## src/rtl/uart_prog_loader_pkg.sv

```systemverilog
// Shared types and constants for the UART boot program loader.
package uart_prog_loader_pkg;

  typedef enum logic [1:0] {S_LOAD, S_WRITE, S_DONE} loader_state_e;

  typedef enum logic [1:0] {RX_IDLE, RX_START, RX_DATA, RX_STOP} uart_rx_state_e;

  localparam logic [31:0] DEFAULT_END_WORD = 32'h0000_0FFF;

endpackage

```

## src/rtl/uart_prog_loader_rx_deser.sv

```systemverilog
// 8N1 UART receiver: 2-flop synchroniser, mid-bit sampling, one-cycle byte/framing pulses.
module uart_rx_deser
  import uart_prog_loader_pkg::*;
#(
  parameter int unsigned CLKS_PER_BIT = 87
) (
  input  logic       clk_i,
  input  logic       rst_ni,
  input  logic       rx_i,
  output logic [7:0] byte_o,
  output logic       byte_valid_o,
  output logic       frame_err_o
);

  localparam int unsigned CW = $clog2(CLKS_PER_BIT);
  localparam logic [CW-1:0] HALF_TC = CW'(CLKS_PER_BIT / 2 - 1);
  localparam logic [CW-1:0] BIT_TC  = CW'(CLKS_PER_BIT - 1);

  uart_rx_state_e state;
  logic           rx_meta, rx_sync, rx_prev;
  logic [CW-1:0]  cnt;
  logic [2:0]     bit_idx;
  logic [7:0]     shreg;

  assign byte_o = shreg;

  always_ff @(posedge clk_i or negedge rst_ni) begin
    if (!rst_ni) begin
      rx_meta      <= 1'b1;
      rx_sync      <= 1'b1;
      rx_prev      <= 1'b1;
      state        <= RX_IDLE;
      cnt          <= '0;
      bit_idx      <= '0;
      shreg        <= '0;
      byte_valid_o <= 1'b0;
      frame_err_o  <= 1'b0;
    end else begin
      rx_meta      <= rx_i;
      rx_sync      <= rx_meta;
      rx_prev      <= rx_sync;
      byte_valid_o <= 1'b0;
      frame_err_o  <= 1'b0;
      case (state)
        // only a high-to-low transition arms, so a line stuck low never re-triggers
        RX_IDLE: if (rx_prev && !rx_sync) begin
          state <= RX_START;
          cnt   <= HALF_TC;
        end
        RX_START: if (cnt == '0) begin
          if (rx_sync) state <= RX_IDLE;
          else begin
            state   <= RX_DATA;
            cnt     <= BIT_TC;
            bit_idx <= '0;
          end
        end else cnt <= cnt - CW'(1);
        RX_DATA: if (cnt == '0) begin
          shreg   <= {rx_sync, shreg[7:1]};
          cnt     <= BIT_TC;
          bit_idx <= bit_idx + 3'd1;
          if (bit_idx == 3'd7) state <= RX_STOP;
        end else cnt <= cnt - CW'(1);
        RX_STOP: if (cnt == '0) begin
          if (rx_sync) byte_valid_o <= 1'b1;
          else         frame_err_o  <= 1'b1;
          state <= RX_IDLE;
        end else cnt <= cnt - CW'(1);
        default: state <= RX_IDLE;
      endcase
    end
  end

endmodule

```

## src/rtl/uart_prog_loader.sv

```systemverilog
// Boot loader: assembles little-endian words from UART bytes, writes them to instruction
// memory, and releases the core reset after the terminator word or when memory is full.
//   state   | meaning
//   S_LOAD  | collecting bytes of the next word
//   S_WRITE | word presented on req/gnt port, waiting for grant
//   S_DONE  | load finished, core released
module uart_prog_loader
  import uart_prog_loader_pkg::*;
#(
  parameter int unsigned CLKS_PER_BIT = 87,
  parameter int unsigned MEM_AW       = 12,
  parameter logic [31:0] END_WORD     = DEFAULT_END_WORD
) (
  input  logic              clk_i,
  input  logic              rst_ni,
  input  logic              uart_rx_i,
  output logic              mem_req_o,
  input  logic              mem_gnt_i,
  output logic              mem_we_o,
  output logic [3:0]        mem_be_o,
  output logic [MEM_AW-1:0] mem_addr_o,
  output logic [31:0]       mem_wdata_o,
  output logic              core_rst_no,
  output logic              done_o,
  output logic              frame_err_o,
  output logic              overrun_o,
  output logic [MEM_AW:0]   word_cnt_o
);

  localparam logic [MEM_AW-1:0] ADDR_MAX = '1;

  logic [7:0]    rx_byte;
  logic          rx_valid, rx_ferr;
  loader_state_e state;
  logic [1:0]    idx;
  logic [31:0]   word_asm, asm_next;
  logic          skid_full;
  logic [7:0]    skid_byte, load_byte;
  logic          load_take;

  uart_rx_deser #(.CLKS_PER_BIT(CLKS_PER_BIT)) u_deser (
    .clk_i        (clk_i),
    .rst_ni       (rst_ni),
    .rx_i         (uart_rx_i),
    .byte_o       (rx_byte),
    .byte_valid_o (rx_valid),
    .frame_err_o  (rx_ferr)
  );

  assign mem_we_o = mem_req_o;
  assign mem_be_o = mem_req_o ? 4'hF : 4'h0;

  // the skid byte is older than any byte arriving now, so it is consumed first
  always_comb begin
    load_byte = skid_full ? skid_byte : rx_byte;
    load_take = skid_full | rx_valid;
    asm_next  = word_asm;
    asm_next[{idx, 3'b000} +: 8] = load_byte;
  end

  always_ff @(posedge clk_i or negedge rst_ni) begin
    if (!rst_ni) begin
      state       <= S_LOAD;
      idx         <= '0;
      word_asm    <= '0;
      skid_full   <= 1'b0;
      skid_byte   <= '0;
      mem_req_o   <= 1'b0;
      mem_addr_o  <= '0;
      mem_wdata_o <= '0;
      word_cnt_o  <= '0;
      done_o      <= 1'b0;
      core_rst_no <= 1'b0;
      frame_err_o <= 1'b0;
      overrun_o   <= 1'b0;
    end else begin
      frame_err_o <= frame_err_o | rx_ferr;
      core_rst_no <= done_o;
      case (state)
        S_LOAD: if (load_take) begin
          word_asm <= asm_next;
          idx      <= idx + 2'd1;
          if (skid_full) begin
            skid_full <= rx_valid;
            skid_byte <= rx_byte;
          end
          if (idx == 2'd3) begin
            if (asm_next == END_WORD) begin
              state  <= S_DONE;
              done_o <= 1'b1;
            end else begin
              mem_wdata_o <= asm_next;
              mem_req_o   <= 1'b1;
              state       <= S_WRITE;
            end
          end
        end
        S_WRITE: begin
          if (rx_valid) begin
            if (skid_full) overrun_o <= 1'b1;
            else begin
              skid_full <= 1'b1;
              skid_byte <= rx_byte;
            end
          end
          if (mem_gnt_i) begin
            mem_req_o  <= 1'b0;
            word_cnt_o <= word_cnt_o + (MEM_AW + 1)'(1);
            if (mem_addr_o == ADDR_MAX) begin
              state  <= S_DONE;
              done_o <= 1'b1;
            end else begin
              mem_addr_o <= mem_addr_o + MEM_AW'(1);
              state      <= S_LOAD;
            end
          end
        end
        default: ;
      endcase
    end
  end

endmodule

```

## config.mk

```make
export PLATFORM = sky130hd
export DESIGN_NAME = uart_prog_loader
export DESIGN_NICKNAME = d
export VERILOG_FILES = /design/src/rtl/uart_prog_loader_pkg.sv /design/src/rtl/uart_prog_loader_rx_deser.sv /design/src/rtl/uart_prog_loader.sv
export SDC_FILE = /design/constraint.sdc
export NUM_CORES = 1
export LEC_CHECK = 0
export BUFFER_PORTS_ARGS = -buffer_cell sky130_fd_sc_hd__buf_2
export CORE_MARGIN = 3
export CORE_UTILIZATION = 63
export CTS_CLUSTER_DIAMETER = 50
export DETAILED_ROUTE_END_ITERATION = 10
export PLACE_DENSITY = 0.85
export SLEW_MARGIN = 25
export SYNTH_ARGS = -nofsm -noshare
export SYNTH_HDL_FRONTEND = slang
export SYNTH_SLANG_ARGS = --single-unit
export TNS_END_PERCENT = 1
```

## constraint.sdc

```tcl
create_clock -name clk_i -period 5.4 [get_ports clk_i]
set_input_delay 0.54 -clock clk_i [delete_from_list [all_inputs] [get_ports clk_i]]
set_output_delay 0.54 -clock clk_i [all_outputs]
set_load 0.005 [all_outputs]
```

-- Word level (Yosys, flattened, before mapping)
Cells that the tools add are included.
- register bits: 132
- output and inout bits: 67
- eq/ne operators: 24
- shift-type cells: 2
- mux-type cells: 51
- bitwise operators: 4
- reduce and logical (&&, ||, !) cells: 21
- add/subtract/negate cells: 6
- operators by type and width (cell ; count):
    7-bit two-way mux ; 5
    32-bit bitwise mux ; 1
    32-bit by 12-bit == test with 1-bit output (second input constant) ; 1
    8-bit two-way mux ; 4
    8-bit by 7-bit variable shift with 32-bit output (first input constant) ; 1
    8-bit by 7-bit indexed part select with 32-bit output ; 1
    7-bit one-hot mux with 4 select lines ; 1
    2-bit two-way mux ; 11
    1-bit two-way mux ; 18
    2-bit != test (second input constant) ; 9
    8-bit one-hot mux with 2 select lines ; 1
    4-bit AND reduction ; 4
    13-bit by 1-bit adder with 13-bit output (second input constant) ; 1
    12-bit by 1-bit adder with 12-bit output (second input constant) ; 1
    12-bit == test (second input constant) ; 1
    2-bit by 1-bit != test with 1-bit output (second input constant) ; 6
    3-bit AND reduction ; 4
    5-bit AND reduction ; 2
    3-bit two-way mux ; 3
    2-bit one-hot mux with 4 select lines ; 1
    7-bit logical NOT ; 1
    5-bit negation with 7-bit output ; 1
    7-bit by 1-bit subtractor with 7-bit output (second input constant) ; 1
    2-bit == test (second input constant) ; 3
    other kinds (17) ; 26

-- Depth between registers and ports, before layout
- word-level depth: 8
- mapped depth: 11
- depth with buffers taken out: 8

-- Cells and area by module
Synthesis repeated with hierarchy kept, for this count alone.
- cells, all modules: 587
- area total of the unflattened synthesis: 6673.9 µm²
- by module, submodules not included (module ; area an instance (µm²) ; times used ; cells each ; seq. area each (µm²)):
    uart_prog_loader ; 5281.3 ; 1 ; 464 ; 2677.6
    uart_rx_deser ; 1392.6 ; 1 ; 123 ; 629.4

-- Least setup slack after synthesis
No wires, ideal clock.
- path type: register -> register
- from: reg idx[0]
- to: reg mem_wdata_o[24]
- setup slack: 2.513 ns
- required time: 5.275 ns
- stages on the path, launching flop included: 12
- arrival time: 2.762 ns
- path buffers: 3
- path through: dfrtp_1 inv_1 ha_1 nand4bb_1 buf_2 or3_1 a21oi_1 o2111ai_1 o31a_1 buf_6 buf_6 mux2_4
- word-level cells in the longest chain between the ends: 6
- elaborated cells between the ends (all ways): 8
- RTL lines (what ; RTL line ; RTL):
    start: declaration ; uart_prog_loader.sv:35 ; logic [1:0] idx;
    start signal: assignment ; uart_prog_loader.sv:82 ; idx <= idx + 2'd1;
    5-bit negation with 7-bit output ; uart_prog_loader.sv:58 ; asm_next[{idx, 3'b000} +: 8] = load_byte;
    8-bit by 7-bit indexed part select with 32-bit output or 8-bit by 7-bit variable shift with 32-bit output (tied branches) ; uart_prog_loader.sv:58 ;
    32-bit bitwise mux ; uart_prog_loader.sv:58 ;
    32-bit by 12-bit == test with 1-bit output ; uart_prog_loader.sv:88 ; if (asm_next == END_WORD) begin
    1-bit inverter (no line) ; - ;
    4-bit AND reduction (no line) ; - ;
    end signal: assignment ; uart_prog_loader.sv:92 ; mem_wdata_o <= asm_next;
    end: declaration ; uart_prog_loader.sv:22 ; output logic [31:0] mem_wdata_o,
Parallel ways exist; a longest one is shown, timed or not.
A chain may end at the register's enable or synchronous reset.

-- Final worst setup path
- from: reg skid_full
- to: reg mem_wdata_o[13]
- word-level cells in the longest chain between the ends: 6
- elaborated cells between the ends (all ways): 7
- RTL lines (what ; RTL line ; RTL):
    start: declaration ; uart_prog_loader.sv:37 ; logic skid_full;
    start signal: assignment ; uart_prog_loader.sv:84 ; skid_full <= rx_valid;
    8-bit two-way mux ; - ;
    8-bit by 7-bit indexed part select with 32-bit output ; uart_prog_loader.sv:58 ;
    32-bit bitwise mux ; uart_prog_loader.sv:58 ;
    32-bit by 12-bit == test with 1-bit output ; uart_prog_loader.sv:88 ;
    1-bit inverter (no line) ; - ;
    4-bit AND reduction (no line) ; - ;
Parallel ways exist; a longest one is shown, timed or not.

==> flow_summary_export.csv <==
group,metric,value,unit
power,seqPwrFrac,39.5,%
floorplan,die_area,11330,um2
floorplan,initial_core_util,65.02,%
floorplan,ios,71,
placed_design,portBuffers,70,
synth,synthTopCellsByArea,"dfrtp_1, mux2_4, o21ai_0",
cts,cts_setup_buffers,0,
synth,yosysTopAreaCell,"dfrtp_1",
power,pwr-share-clk,41.2,%
synth,async_flop_share,100.0,%
synth,syn-mean-instance-area,10.81,um2
cts,cts.clk_slew.worst_paths,60,ps
worst_setup_path,r2r-end,"mem_wdata_o[13]",
cts,h-tree-depth,4,
floorplan,die_h,106.4,um
worst_setup_path,path_class,"reg2reg",
routing,viasPerCell,6.270,
sta,fin_crit,3777,ps
worst_setup_path,crit_required,5820,ps
synth,synth_cells,588,
power,switching_share,29.49,%
floorplan,core,9774,um2
sta,fin_crit_sh,69.94,%
cts,clkSinkCount,132,
cts,worstSkewPairLatency,540,ps
synth,synth-seq-cells,132,
final_layout,utilization,75.74,%
sta,rsz0062_at_grt,"false",
cts,hold_buffers,0,
routing,drtAntennaViolNets,0,
synth,synthDistinctLibCells,64,
sta,slew_viol_final,0,
synth,yosysTopAreaCellShare,50.80,%
routing,drt_iter0_markers,500,
flow_run,maxCapViolCount,0,
sta,hold_violations,0,
floorplan,rows,36,
grt,overflow,0,
worst_setup_path,endpoint_kind,"flip-flop",
synth,synth-edff-count,0,
routing,routedWlPerCell,18.73,um
final_layout,syn2layout_area_growth,16.50,%
synth,syn-num-nets,607,
grt,grt_pass1_vias,4787,
floorplan,die_w,106.4,um
routing,dr_total_vias,4997,
routing,wl,14.93,mm
sta,max_freq,264.8,MHz
power,peakVddDrop,0.4180,mV
cts,cts_resized,0,
power,power_switching,0.9113,mW
worst_setup_path,cp_max_fo,33,
final_layout,nFillCells,620,
placed_design,place_inst,765,
sta,finalSetupViolCount,0,
worst_setup_path,crit_arrival,4200,ps
hold_path,hold_class,"in2async",
final_layout,drive_gt1_share,22.59,%
synth,ys_top_cells_by_count,"dfrtp_1, nand2_1, o21ai_0",
final_layout,fin_cells,797,
power,power_density,417.5,nW/um2
placed_design,gp_congestion,0.8938,
worst_setup_path,ff2ff_setup_slack,1620,ps
power,intPower,2.179,mW
final_layout,diodes,0,
routing,drt_pre_antenna_iters,5,
synth,synth_warnings,0,
synth,ys_seq_area_share,52.04,%
grt,grtUsageTotal,27.29,%
routing,drc,0,
sta,worst_pin_slew,1020,ps
power,comb_power_share,19.3,%
cts,cts_tree,"yes",
worst_setup_path,r2r-start,"skid_full",
sta,slew_headroom,30.05,%
synth,synth_ff_type,"dfrtp_1",
grt,grt_pass1_wl,24.01,mm
cts,cts_root_buffer,"clkbuf_8",
power,p_leak,3.482,nW
worst_setup_path,worstSetupStartpointType,"flip-flop",
worst_setup_path,ff2ff_path_depth,6,
synth,syn_area,6355,um2
cts,clockBufferDepth,2,
final_layout,nNetsFinal,670,
synth,synth.most_common_cell,"dfrtp_1",
grt,antenna_found_initial,0,
run_status,status,"complete, no violations",
cts,numCtsBuffers,17,
grt,grt_max_degree,82,
power,finalPower,3.091,mW
sta,fin_skew,9.462,ps
placed_design,hpwlAfterDp,9.662,mm
sta,setup_tns,0,ps
power by group through the flow:
stage               Clock, mW  Sequential [mW]  Combinational, mW
floorplan                   0             1.20              0.420
finish                   1.27             1.22              0.597
detailed placement          0             1.23              0.582
global placement            0             1.22              0.544
global route             1.34             1.24              0.655
CTS                      1.29             1.21              0.592
registers in the layout, indices dropped and copies added (netlist names), 2 cells and up, named ones only:
name / count
state: 2
word_cnt_o: 13
mem_wdata_o: 32
u_deser.bit_idx: 3
word_asm: 32
u_deser.cnt: 7
skid_byte: 8
mem_addr_o: 12
u_deser.byte_o: 8
idx: 2
stage by stage:
step / setup slack [ps] / hold slack, ps / cell area, um2
6_report: 1623 / 23.72 / 7403
5_1_grt: 1468 / 69.09 / 7403
4_1_cts: 1694 / 80.36 / 7400
3_5_place_dp: 1716 / 351.3 / 6733
3_3_place_gp: 1893 / 348.0 / 6733
2_1_floorplan: 2513 / 244.4 / 6355
kinds of logic (layout without fill, tap and decap cells):
group,count (synthesis),in the layout,share of synthesized area (%)
AO/OA/AOI/OAI,152,152,15.63
XOR/XNOR,24,24,3.308
adder cells (fa/ha/maj),15,15,2.953
buffers and inverters,66,142,4.922
flip-flops,132,132,52.04
multiplexers,43,43,8.643
AND/OR/NAND/NOR,156,156,12.50
area by class of cell:
type	count	area, um2	area share [%]
Inverter	36	135.1	1.825
Clock buffer	21	469.2	6.338
Clock inverter	11	197.7	2.670
Tap cell	133	166.4	2.248
Sequential cell	132	3307	44.67
Timing Repair Buffer	74	386.6	5.222
Multi-Input combinational cell	390	2741	37.03
cells in the final DEF, fill, tap and decap left out, types with 4 or more instances in the layout:
master / count
mux2_2: 13
mux2_4: 19
dfrtp_1: 129
nor2_1: 18
o22a_1: 6
clkbuf_8: 5
o21a_1: 4
or3_1: 4
nor3_1: 10
o22ai_1: 25
ha_1: 15
o221ai_1: 16
and3_1: 5
buf_4: 4
mux2i_1: 9
xor2_1: 6
clkinvlp_4: 4
clkbuf_16: 16
nand2b_1: 4
nor4_1: 7
buf_2: 69
inv_1: 36
bufinv_16: 5
nand2_1: 65
nand3_1: 8
o21ai_0: 50
a2bb2oi_1: 9
xnor2_1: 18
a21oi_1: 19
nand4_1: 6
worst max path at each step:
stage	cells past startpoint	end	start	slack, ps
2_1_floorplan	11	mem_wdata_o[24]	idx[0]	2510
3_3_place_gp	6	mem_wdata_o[18]	skid_full	1890
3_5_place_dp	6	mem_wdata_o[12]	skid_full	1720
4_1_cts	8	mem_wdata_o[18]	idx[0]	1690
5_1_grt	6	mem_wdata_o[12]	skid_full	1470
6_report	6	mem_wdata_o[13]	skid_full	1620
per-layer routing:
metal,routed length [um],track usage (%)
met5,0,0
met4,371,10.96
met3,1074,8.804
met2,7614,44.98
met1,5869,33.43
worst max-delay path, stage by stage (launching register included):
cell     delay, ps
dfrtp_1        970
mux2i_1        830
o22ai_1        230
and4b_1        260
nand2_1         90
o31a_2         800
mux2_2         430
(Power assumes the default switching activity.)
